**config.mk**
```make
export PLATFORM = sky130hd
export DESIGN_NAME = afe_config_sequencer
export DESIGN_NICKNAME = d
export VERILOG_FILES = /design/src/rtl/afe_config_sequencer.sv
export SDC_FILE = /design/constraint.sdc
export NUM_CORES = 1
export LEC_CHECK = 0
export BUFFER_PORTS_ARGS = -buffer_cell sky130_fd_sc_hd__buf_2
export CORE_MARGIN = 5
export CORE_UTILIZATION = 52
export DETAILED_ROUTE_END_ITERATION = 10
export GPL_ROUTABILITY_DRIVEN = 0
export GPL_TIMING_DRIVEN = 0
export PLACE_DENSITY = 0.79
export SLEW_MARGIN = 5
export SYNTH_ARGS = -nofsm -noshare
export SYNTH_HDL_FRONTEND = slang
export SYNTH_SLANG_ARGS = --single-unit
```
**constraint.sdc**
```tcl
create_clock -name clk -period 2.82 [get_ports clk]
set_input_delay 0.846 -clock clk [delete_from_list [all_inputs] [get_ports clk]]
set_output_delay 0.846 -clock clk [all_outputs]
set_load 0.005 [all_outputs]
```
**src/rtl/afe_config_sequencer.sv**
```systemverilog
// afe_config_sequencer
//
// Brings a group of AFE chips out of reset and programs them from a command
// ROM over a shared serial bus. The sequence is: reset pulse, settle wait,
// then one serial frame per ROM word until a word marked "last" (or the top
// of the ROM) is reached, then a sync pulse. Words marked "verify" are
// read back and reshifted up to MAX_RETRY times before giving up.
//
// Ports
//   clk            : single clock, everything on the rising edge
//   reset          : synchronous active-high reset
//   start          : one-cycle pulse, restarts the sequence from IDLE/DONE/ERR
//   rom_address    : command ROM address (registered ROM, 1 clk latency)
//   rom_command    : {last, verify, dev, cmd}
//   device_reset   : active-high AFE reset pulse
//   pdn            : AFE power-down, tied low
//   cs_n           : active-low chip select per device
//   sclk, mosi     : serial clock / data out
//   miso           : serial data in
//   device_sync    : synchronisation pulse after a clean configuration
//   configure_done : sequence finished without error
//   error          : readback retries exhausted
//   busy           : sequence in progress
module afe_config_sequencer #(
    parameter int NUM_DEVICES  = 2,
    parameter int CMD_WIDTH    = 24,
    parameter int DATA_W       = 8,
    parameter int ROM_DEPTH    = 256,
    parameter int SCLK_HALF    = 4,
    parameter int RESET_CYCLES = 64,
    parameter int RESET_WAIT   = 256,
    parameter int SYNC_CYCLES  = 4,
    parameter int MAX_RETRY    = 3,
    localparam int DEV_W = (NUM_DEVICES > 1) ? $clog2(NUM_DEVICES) : 1,
    localparam int AW    = $clog2(ROM_DEPTH),
    localparam int ROM_W = CMD_WIDTH + DEV_W + 2
) (
    input  logic                   clk,
    input  logic                   reset,
    input  logic                   start,
    output logic [AW-1:0]          rom_address,
    input  logic [ROM_W-1:0]       rom_command,
    output logic                   device_reset,
    output logic                   pdn,
    output logic [NUM_DEVICES-1:0] cs_n,
    output logic                   sclk,
    output logic                   mosi,
    input  logic                   miso,
    output logic                   device_sync,
    output logic                   configure_done,
    output logic                   error,
    output logic                   busy
);

    // The settle wait is shortened by the two FETCH cycles so that the first
    // chip select falls exactly RESET_WAIT clks after device_reset drops.
    localparam int WAIT_LEN  = (RESET_WAIT > 2) ? RESET_WAIT - 2 : 1;
    localparam int GAP_LEN   = 2 * SCLK_HALF;
    localparam int MAX_A     = (RESET_CYCLES > WAIT_LEN) ? RESET_CYCLES : WAIT_LEN;
    localparam int MAX_B     = (GAP_LEN > SYNC_CYCLES) ? GAP_LEN : SYNC_CYCLES;
    localparam int MAX_CNT   = (MAX_A > MAX_B) ? MAX_A : MAX_B;
    localparam int CNT_W     = $clog2(MAX_CNT + 1);
    // A frame is 2*CMD_WIDTH+1 half periods: a leading low half, then one
    // high and one low half per bit.
    localparam int LAST_HALF = 2 * CMD_WIDTH;
    localparam int HALF_W    = $clog2(LAST_HALF + 2);
    localparam int RETRY_W   = $clog2(MAX_RETRY + 2);

    typedef enum logic [3:0] {
        IDLE, RST_PULSE, RST_WAIT, FETCH, SHIFT, GAP, SYNC, DONE, ERR
    } state_t;

    state_t               state;
    state_t               state_next;
    logic [CNT_W-1:0]     count;
    logic [HALF_W-1:0]    half;
    logic [RETRY_W-1:0]   retry;
    logic [CMD_WIDTH-1:0] cmd_reg;
    logic [CMD_WIDTH-1:0] tx_shift;
    logic [DEV_W-1:0]     dev_reg;
    logic                 verify_reg;
    logic                 last_reg;
    logic [DATA_W-1:0]    captured;
    logic                 boot_pending;

    logic tick_last;
    logic on_last_half;
    logic mismatch;
    logic retry_left;
    logic at_end;

    // Only the low DATA_W bits of the readback are ever compared, so the
    // capture register keeps just the most recent DATA_W miso samples.
    assign tick_last    = (count == CNT_W'(SCLK_HALF - 1));
    assign on_last_half = (half == HALF_W'(LAST_HALF));
    assign mismatch     = (captured != cmd_reg[DATA_W-1:0]);
    assign retry_left   = (retry < RETRY_W'(MAX_RETRY));
    assign at_end       = last_reg || (rom_address == AW'(ROM_DEPTH - 1));
    assign pdn          = 1'b0;

    always_ff @(posedge clk) begin
        if (reset) begin
            state <= IDLE;
        end else begin
            state <= state_next;
        end
    end

    always_comb begin
        state_next     = state;
        device_reset   = 1'b0;
        device_sync    = 1'b0;
        configure_done = 1'b0;
        error          = 1'b0;
        busy           = 1'b1;
        sclk           = 1'b0;
        mosi           = 1'b0;
        cs_n           = '1;
        case (state)
            IDLE: begin
                busy = 1'b0;
                if (start || boot_pending) state_next = RST_PULSE;
            end
            RST_PULSE: begin
                device_reset = 1'b1;
                if (count == CNT_W'(RESET_CYCLES - 1)) state_next = RST_WAIT;
            end
            RST_WAIT: begin
                if (count == CNT_W'(WAIT_LEN - 1)) state_next = FETCH;
            end
            FETCH: begin
                if (count == CNT_W'(1)) state_next = SHIFT;
            end
            SHIFT: begin
                sclk = half[0];
                mosi = tx_shift[CMD_WIDTH-1];
                // Out-of-range device numbers still clock a full frame but
                // select nobody.
                for (int i = 0; i < NUM_DEVICES; i++) begin
                    if (dev_reg == DEV_W'(i)) cs_n[i] = 1'b0;
                end
                if (tick_last && on_last_half) state_next = GAP;
            end
            GAP: begin
                if (count == CNT_W'(GAP_LEN - 1)) begin
                    if (verify_reg && mismatch) begin
                        state_next = retry_left ? SHIFT : ERR;
                    end else begin
                        state_next = at_end ? SYNC : FETCH;
                    end
                end
            end
            SYNC: begin
                device_sync = 1'b1;
                if (count == CNT_W'(SYNC_CYCLES - 1)) state_next = DONE;
            end
            DONE: begin
                busy           = 1'b0;
                configure_done = 1'b1;
                if (start) state_next = RST_PULSE;
            end
            ERR: begin
                busy  = 1'b0;
                error = 1'b1;
                if (start) state_next = RST_PULSE;
            end
            default: state_next = IDLE;
        endcase
    end

    // Datapath: phase counter, half-period counter, retry/address tracking,
    // command latch, transmit shifter and readback capture. The phase counter
    // restarts on every state change and, inside SHIFT, on every half period.
    always_ff @(posedge clk) begin
        if (reset) begin
            boot_pending <= 1'b1;
            count        <= '0;
            half         <= '0;
            retry        <= '0;
            rom_address  <= '0;
            cmd_reg      <= '0;
            tx_shift     <= '0;
            dev_reg      <= '0;
            verify_reg   <= 1'b0;
            last_reg     <= 1'b0;
            captured     <= '0;
        end else begin
            boot_pending <= 1'b0;

            if (state_next != state || state == IDLE || state == DONE ||
                state == ERR || (state == SHIFT && tick_last)) begin
                count <= '0;
            end else begin
                count <= count + 1'b1;
            end

            if (state != SHIFT) begin
                half <= '0;
            end else if (tick_last) begin
                half <= half + 1'b1;
            end

            if (state != RST_PULSE && state_next == RST_PULSE) begin
                rom_address <= '0;
                retry       <= '0;
            end else if (state == GAP && state_next == SHIFT) begin
                retry <= retry + 1'b1;
            end else if (state == GAP && state_next == FETCH) begin
                retry       <= '0;
                rom_address <= rom_address + 1'b1;
            end else if (state == GAP && state_next == SYNC) begin
                retry <= '0;
            end

            // mosi advances only at the end of a high half, i.e. on sclk falls.
            if (state == FETCH && state_next == SHIFT) begin
                {last_reg, verify_reg, dev_reg, cmd_reg} <= rom_command;
                tx_shift <= rom_command[CMD_WIDTH-1:0];
            end else if (state == GAP && state_next == SHIFT) begin
                tx_shift <= cmd_reg;
            end else if (state == SHIFT && tick_last && half[0]) begin
                tx_shift <= CMD_WIDTH'({tx_shift, 1'b0});
            end

            // miso is sampled on the clk edge where sclk goes high.
            if (state == SHIFT && tick_last && !half[0] && !on_last_half) begin
                captured <= DATA_W'({captured, miso});
            end
        end
    end

endmodule
```
; ---- Word level (Yosys, flattened, before mapping)
; Cells that the tools add are included.
[totals]
word_cells = 98
register_bits = 89
[classes]
eq_ne = 23
bitwise = 1
reduce_logical = 28
n_mux = 29
n_addsub = 4
n_lt_le_gt_ge = 1
[op_table]
columns = operator, n
row1 = 24-bit two-way mux, 3
row2 = 4-bit two-way mux, 10
row3 = 4-bit case mux with 8 select lines, 1
row4 = "4-bit by 3-bit equality test with 1-bit output, second input constant", 6
row5 = "8-bit by 1-bit adder with 8-bit output, second input constant", 2
row6 = "8-bit equality test, second input constant", 2
row7 = "4-bit by 2-bit equality test with 1-bit output, second input constant", 3
row8 = 3-bit two-way mux, 4
row9 = 1-bit logical AND, 11
row10 = 1-bit two-way mux, 10
row11 = "4-bit by 1-bit equality test with 1-bit output, second input constant", 2
row12 = "8-bit by 1-bit equality test with 1-bit output, second input constant", 1
row13 = "8-bit by 2-bit equality test with 1-bit output, second input constant", 1
row14 = "8-bit by 3-bit equality test with 1-bit output, second input constant", 1
row15 = "8-bit by 6-bit equality test with 1-bit output, second input constant", 1
row16 = 8-bit != test, 1
row17 = 2-bit OR reduction, 4
row18 = "6-bit by 1-bit adder with 6-bit output, second input constant", 1
row19 = "6-bit equality test, second input constant", 1
row20 = 1-bit logical OR, 6
row21 = 3-bit nonzero test, 2
row22 = "4-bit equality test, second input constant", 1
row23 = 4-bit logical NOT, 1
row24 = "4-bit by 1-bit != test with 1-bit output, second input constant", 1
row25 = other kinds (9), 10

; ---- Logic depth before layout (Yosys ltp)
[logic_depth]
word_depth = 12
ltp_mapped = 11
ltp_nobuf = 9

; ---- Least setup slack after synthesis
; No wires, ideal clock.
[synth_path]
path_type = register to register
from = reg count[0]
to = reg tx_shift[14]
period_less_slack_ps = 2398
required_time_ps = 2698
stages_incl_launch_ff = 10
arrival_time_ps = 2277
slack_ps = 422
path_cell_list = dfxtp_1 -> ha_1 -> nand4_1 -> a221o_1 -> a311oi_2 -> nand3_1 -> buf_2 -> clkbuf_1 -> a21oi_1 -> o31ai_1
[synth_via]
elab_chain_cells = 8
word_cells_on_any_way = 21
[synth_rtl]
columns = element, line
row1 = from (decl), 75  ; logic [CNT_W-1:0] count;
row2 = from (signal assigned), 194  ; count <= count + 1'b1;
row3 = 8-bit by 2-bit equality test with 1-bit output, "94, 155"
row4 = 1-bit logical AND, 142  ; if (tick_last && on_last_half) state_next = GAP;
row5 = 4-bit two-way mux, 142
row6 = 4-bit case mux with 8 select lines, 119  ; case (state)
row7 = 4-bit by 3-bit equality test with 1-bit output, "216, 219"
row8 = 1-bit logical AND, 219  ; end else if (state == GAP && state_next == SHIFT) begin
row9 = 24-bit two-way mux, 219
row10 = 24-bit two-way mux, 216  ; if (state == FETCH && state_next == SHIFT) begin
row11 = to (signal assigned), 218  ; tx_shift <= rom_command[CMD_WIDTH-1:0];
row12 = to (signal assigned), 220  ; tx_shift <= cmd_reg;
row13 = to (signal assigned), 222  ; tx_shift <= CMD_WIDTH'({tx_shift, 1'b0});
row14 = to (decl), 79  ; logic [CMD_WIDTH-1:0] tx_shift;
; Several ways; a longest one is shown, not always the timed one.
; A chain may end at the register's enable or synchronous reset.

; ---- Final worst setup path
[layout_path]
from = reg state[3]
to = out mosi
[layout_via]
elab_chain_cells = 2
[layout_rtl]
columns = element, line
row1 = from (decl), 73  ; state_t state;
row2 = from (signal assigned), 105  ; state <= state_next;
row3 = 4-bit by 3-bit equality test with 1-bit output, 119
row4 = 1-bit two-way mux, 119
row5 = to (decl), 47  ; output logic mosi,
; No other way between the ends.

==> out/summary.txt <==
Register clock-pin slew on the reported worst setup and hold paths -> 0.10 ns
Status -> finished clean
#FFs+latches synth -> 89
Fmax -> 373 MHz
Commonest cells after routing, fill and taps aside -> dfxtp_1, nand2_1, nor2_1
Crit end category -> output port
Post-route cell area -> 5130 µm²
Drt wl/cell -> 16.8 µm
Critical Path Max Stage Delay -> 0.46 ns
Slew HR -> 0.607
Fin. Hold Viols -> 0
Slowest CP cell -> nor3_2
Congestion Overflow GR -> 0
Placeable Area -> 8300 µm²
Synthesized area per cell -> 8.35 µm²
DR iter-0 viols -> 241
Most common library cell in the layout ignoring fill and taps -> dfxtp_1
Multi-input gate area -> 2570 µm²
Worst path cell trace -> nand2b_2 -> nor3_2 -> and2_1 -> buf_2
Clock buffer depth -> 2
Clock Skews -> 0.0142 ns
Sink Count -> 89
DP HPWL -> 8360 µm
Cell variety after synth -> 56
NetSw -> 551 µW
Syn nets -> 574
Worst-Skew Late Latency -> 0.36 ns
Register area share after synthesis -> 0.397
Fin util -> 0.618
Seq. cell area -> 1780 µm²
Ys Warns -> 0
Ports -> 49
Cell chosen for the clock root -> clkbuf_8
Largest net degree at the start of global routing -> 15
HP Class -> reg -> reg
Final non-filler cell total -> 706
Ys async rst share -> 0
Cell-internal power -> 1670 µW
Hold buffer count at CTS -> 0
Cell area power density -> 433 nW/µm²
Final ANT Viol Nets -> 0
Global-route wire length before repair -> 19200 µm
Worst Path Arrival -> 1.84 ns
Max_cap viols -> 0
Starting Density -> 0.540
Period utilization -> 0.952
Area grow syn2layout -> 14.5%
Ys flop type -> dfxtp_1
Layout cell share with drive strength beyond 1 -> 0.166
Diodes inserted -> 0
Vias/cell -> 6.13
Port Buffers -> 47
Tot GR Track Use -> 0.226
Critical Path RT -> 1.97 ns
Layout Nets -> 634
Initial antenna violation count -> 0
DR vias -> 4327
Final WL -> 11900 µm
Cells after Synth -> 537
Clock Power Share -> 0.370
CTS tree -> yes
First-pass DRT Iterations -> 6
Placed Area -> 4850 µm²
Slew @ Worst Pin -> 0.588 ns
CP top delay family -> simple AND/OR/NAND/NOR gates
Die Height -> 103 µm
Fillers -> 732
Die area -> 10600 µm²
Setup Viol. Count Final -> 0
Worst Path Buf+Inv -> 1
H-tree depth -> 3
# DRC -> 0
Cells after DPL -> 689
Worst Path Class, Setup -> reg -> out
# rows -> 33
Critical Path Start Type -> register
Vias in the first global route -> 4044
Minimum clock period -> 2.68 ns
Number of enable flip-flop cells after synthesis -> 0
Chip Width -> 103 µm
Number of CTS-inserted buffers -> 9
Seq pwr share -> 0.568
Leakage Power -> 0.00206 µW
Slew Limit Fails -> 0
Maximum vdd drop -> 0.000309 V
Post-Syn Area -> 4480 µm²
Logic pwr share -> 0.062
Critical path peak fanout -> 8
Net Sw Frac -> 0.248
[cell usage after synthesis (all sizes together), types with 4 or more instances]
master / instances / share of area
nor2: 57 / 0.048
a21oi: 51 / 0.057
nand3: 10 / 0.011
nand2b: 5 / 0.0070
xnor2: 10 / 0.020
buf: 11 / 0.012
nand4: 9 / 0.013
and2: 4 / 0.0056
o211ai: 7 / 0.012
inv: 7 / 0.0059
o31ai: 23 / 0.039
dfxtp: 89 / 0.40
xor2: 15 / 0.029
a41o: 22 / 0.049
a211oi: 5 / 0.0084
nor3: 15 / 0.019
and3: 7 / 0.0098
mux2i: 11 / 0.025
nand2: 69 / 0.058
clkbuf: 32 / 0.027
nand4b: 23 / 0.045
ha: 6 / 0.017
o21ai: 6 / 0.0067
[cells by family (layout without fill, tap and decap cells)]
logic type | after synthesis | count (layout) | synth area share
compound gates | 136 | 136 | 0.217
mux | 11 | 11 | 0.0246
xor+xnor | 25 | 25 | 0.0488
simple gates | 219 | 219 | 0.250
buf+inv | 50 | 114 | 0.0449
flops | 89 | 89 | 0.397
fa+ha+maj | 6 | 6 | 0.0167
other cells | 1 | 1 | 0.000836
[per-stage QoR]
stage	setup slack [ns]	total power (µW)	hold slack, ns	setup TNS [ns]
floorplan	0.422	1360	0.432	0
global placement	-0.131	1410	0.440	-3.21
detailed placement	-0.177	1420	0.450	-5.78
CTS	0.0127	2220	0.462	0
global route	-0.00000666	2290	0.483	-0.00000666
finish	0.136	2220	0.461	0
[repair_timing]
action,4_1_cts,5_1_grt
resized for setup,9,16
pin swaps,1,2
setup endpoints to repair,44,43
setup buffers,1,3
[metal layers]
| layer | track usage | part of all wire | vias to the layer above |
|---|---|---|---|
| li1 | - | - | 2085 |
| met1 | 0.298 | 0.44 | 2072 |
| met2 | 0.375 | 0.48 | 143 |
| met3 | 0.0311 | 0.058 | 27 |
| met4 | 0.0867 | 0.024 | 0 |
| met5 | 0 | 0 | - |
[area by class of cell]
cell class / instances / area share
sequential: 89 / 0.347
clock buffer: 11 / 0.0295
multi-input combinational: 398 / 0.500
timing repair buffer: 51 / 0.0517
tap: 105 / 0.0256
buffer: 41 / 0.0349
clock inverter: 4 / 0.00561
inverter: 7 / 0.00512
[power by group through the flow]
stage	clock [µW]	sequential, µW	combinational, µW
2_1_floorplan	0	1290	70.0
3_3_place_gp	0	1290	123
3_5_place_dp	0	1290	126
4_1_cts	830	1260	128
5_1_grt	878	1270	146
6_report	823	1260	137
[path summary, 6_finish.rpt]
kind	startpoint	slack (ns)	endpoint	depth (start not counted)
hold / removal	cmd_reg[10]$_SDFFE_PP0P_	0.46	cmd_reg[10]$_SDFFE_PP0P_	2
setup reg to reg	count[2]$_SDFF_PP0_	0.14	retry[2]$_SDFFE_PP0P_	10
setup / recovery	state[3]$_SDFF_PP0_	0.14	mosi	4
hold reg to reg	cmd_reg[10]$_SDFFE_PP0P_	0.46	cmd_reg[10]$_SDFFE_PP0P_	2
[worst min-delay path, delay by kind of cell, from the launching register on]
kind	cells	cell delay (ns)
flip-flops	1	0.32
AND/OR/NAND/NOR	1	0.05
AO/OA/AOI/OAI	1	0.05
No activity file was read; power rests on OpenSTA's default activity.
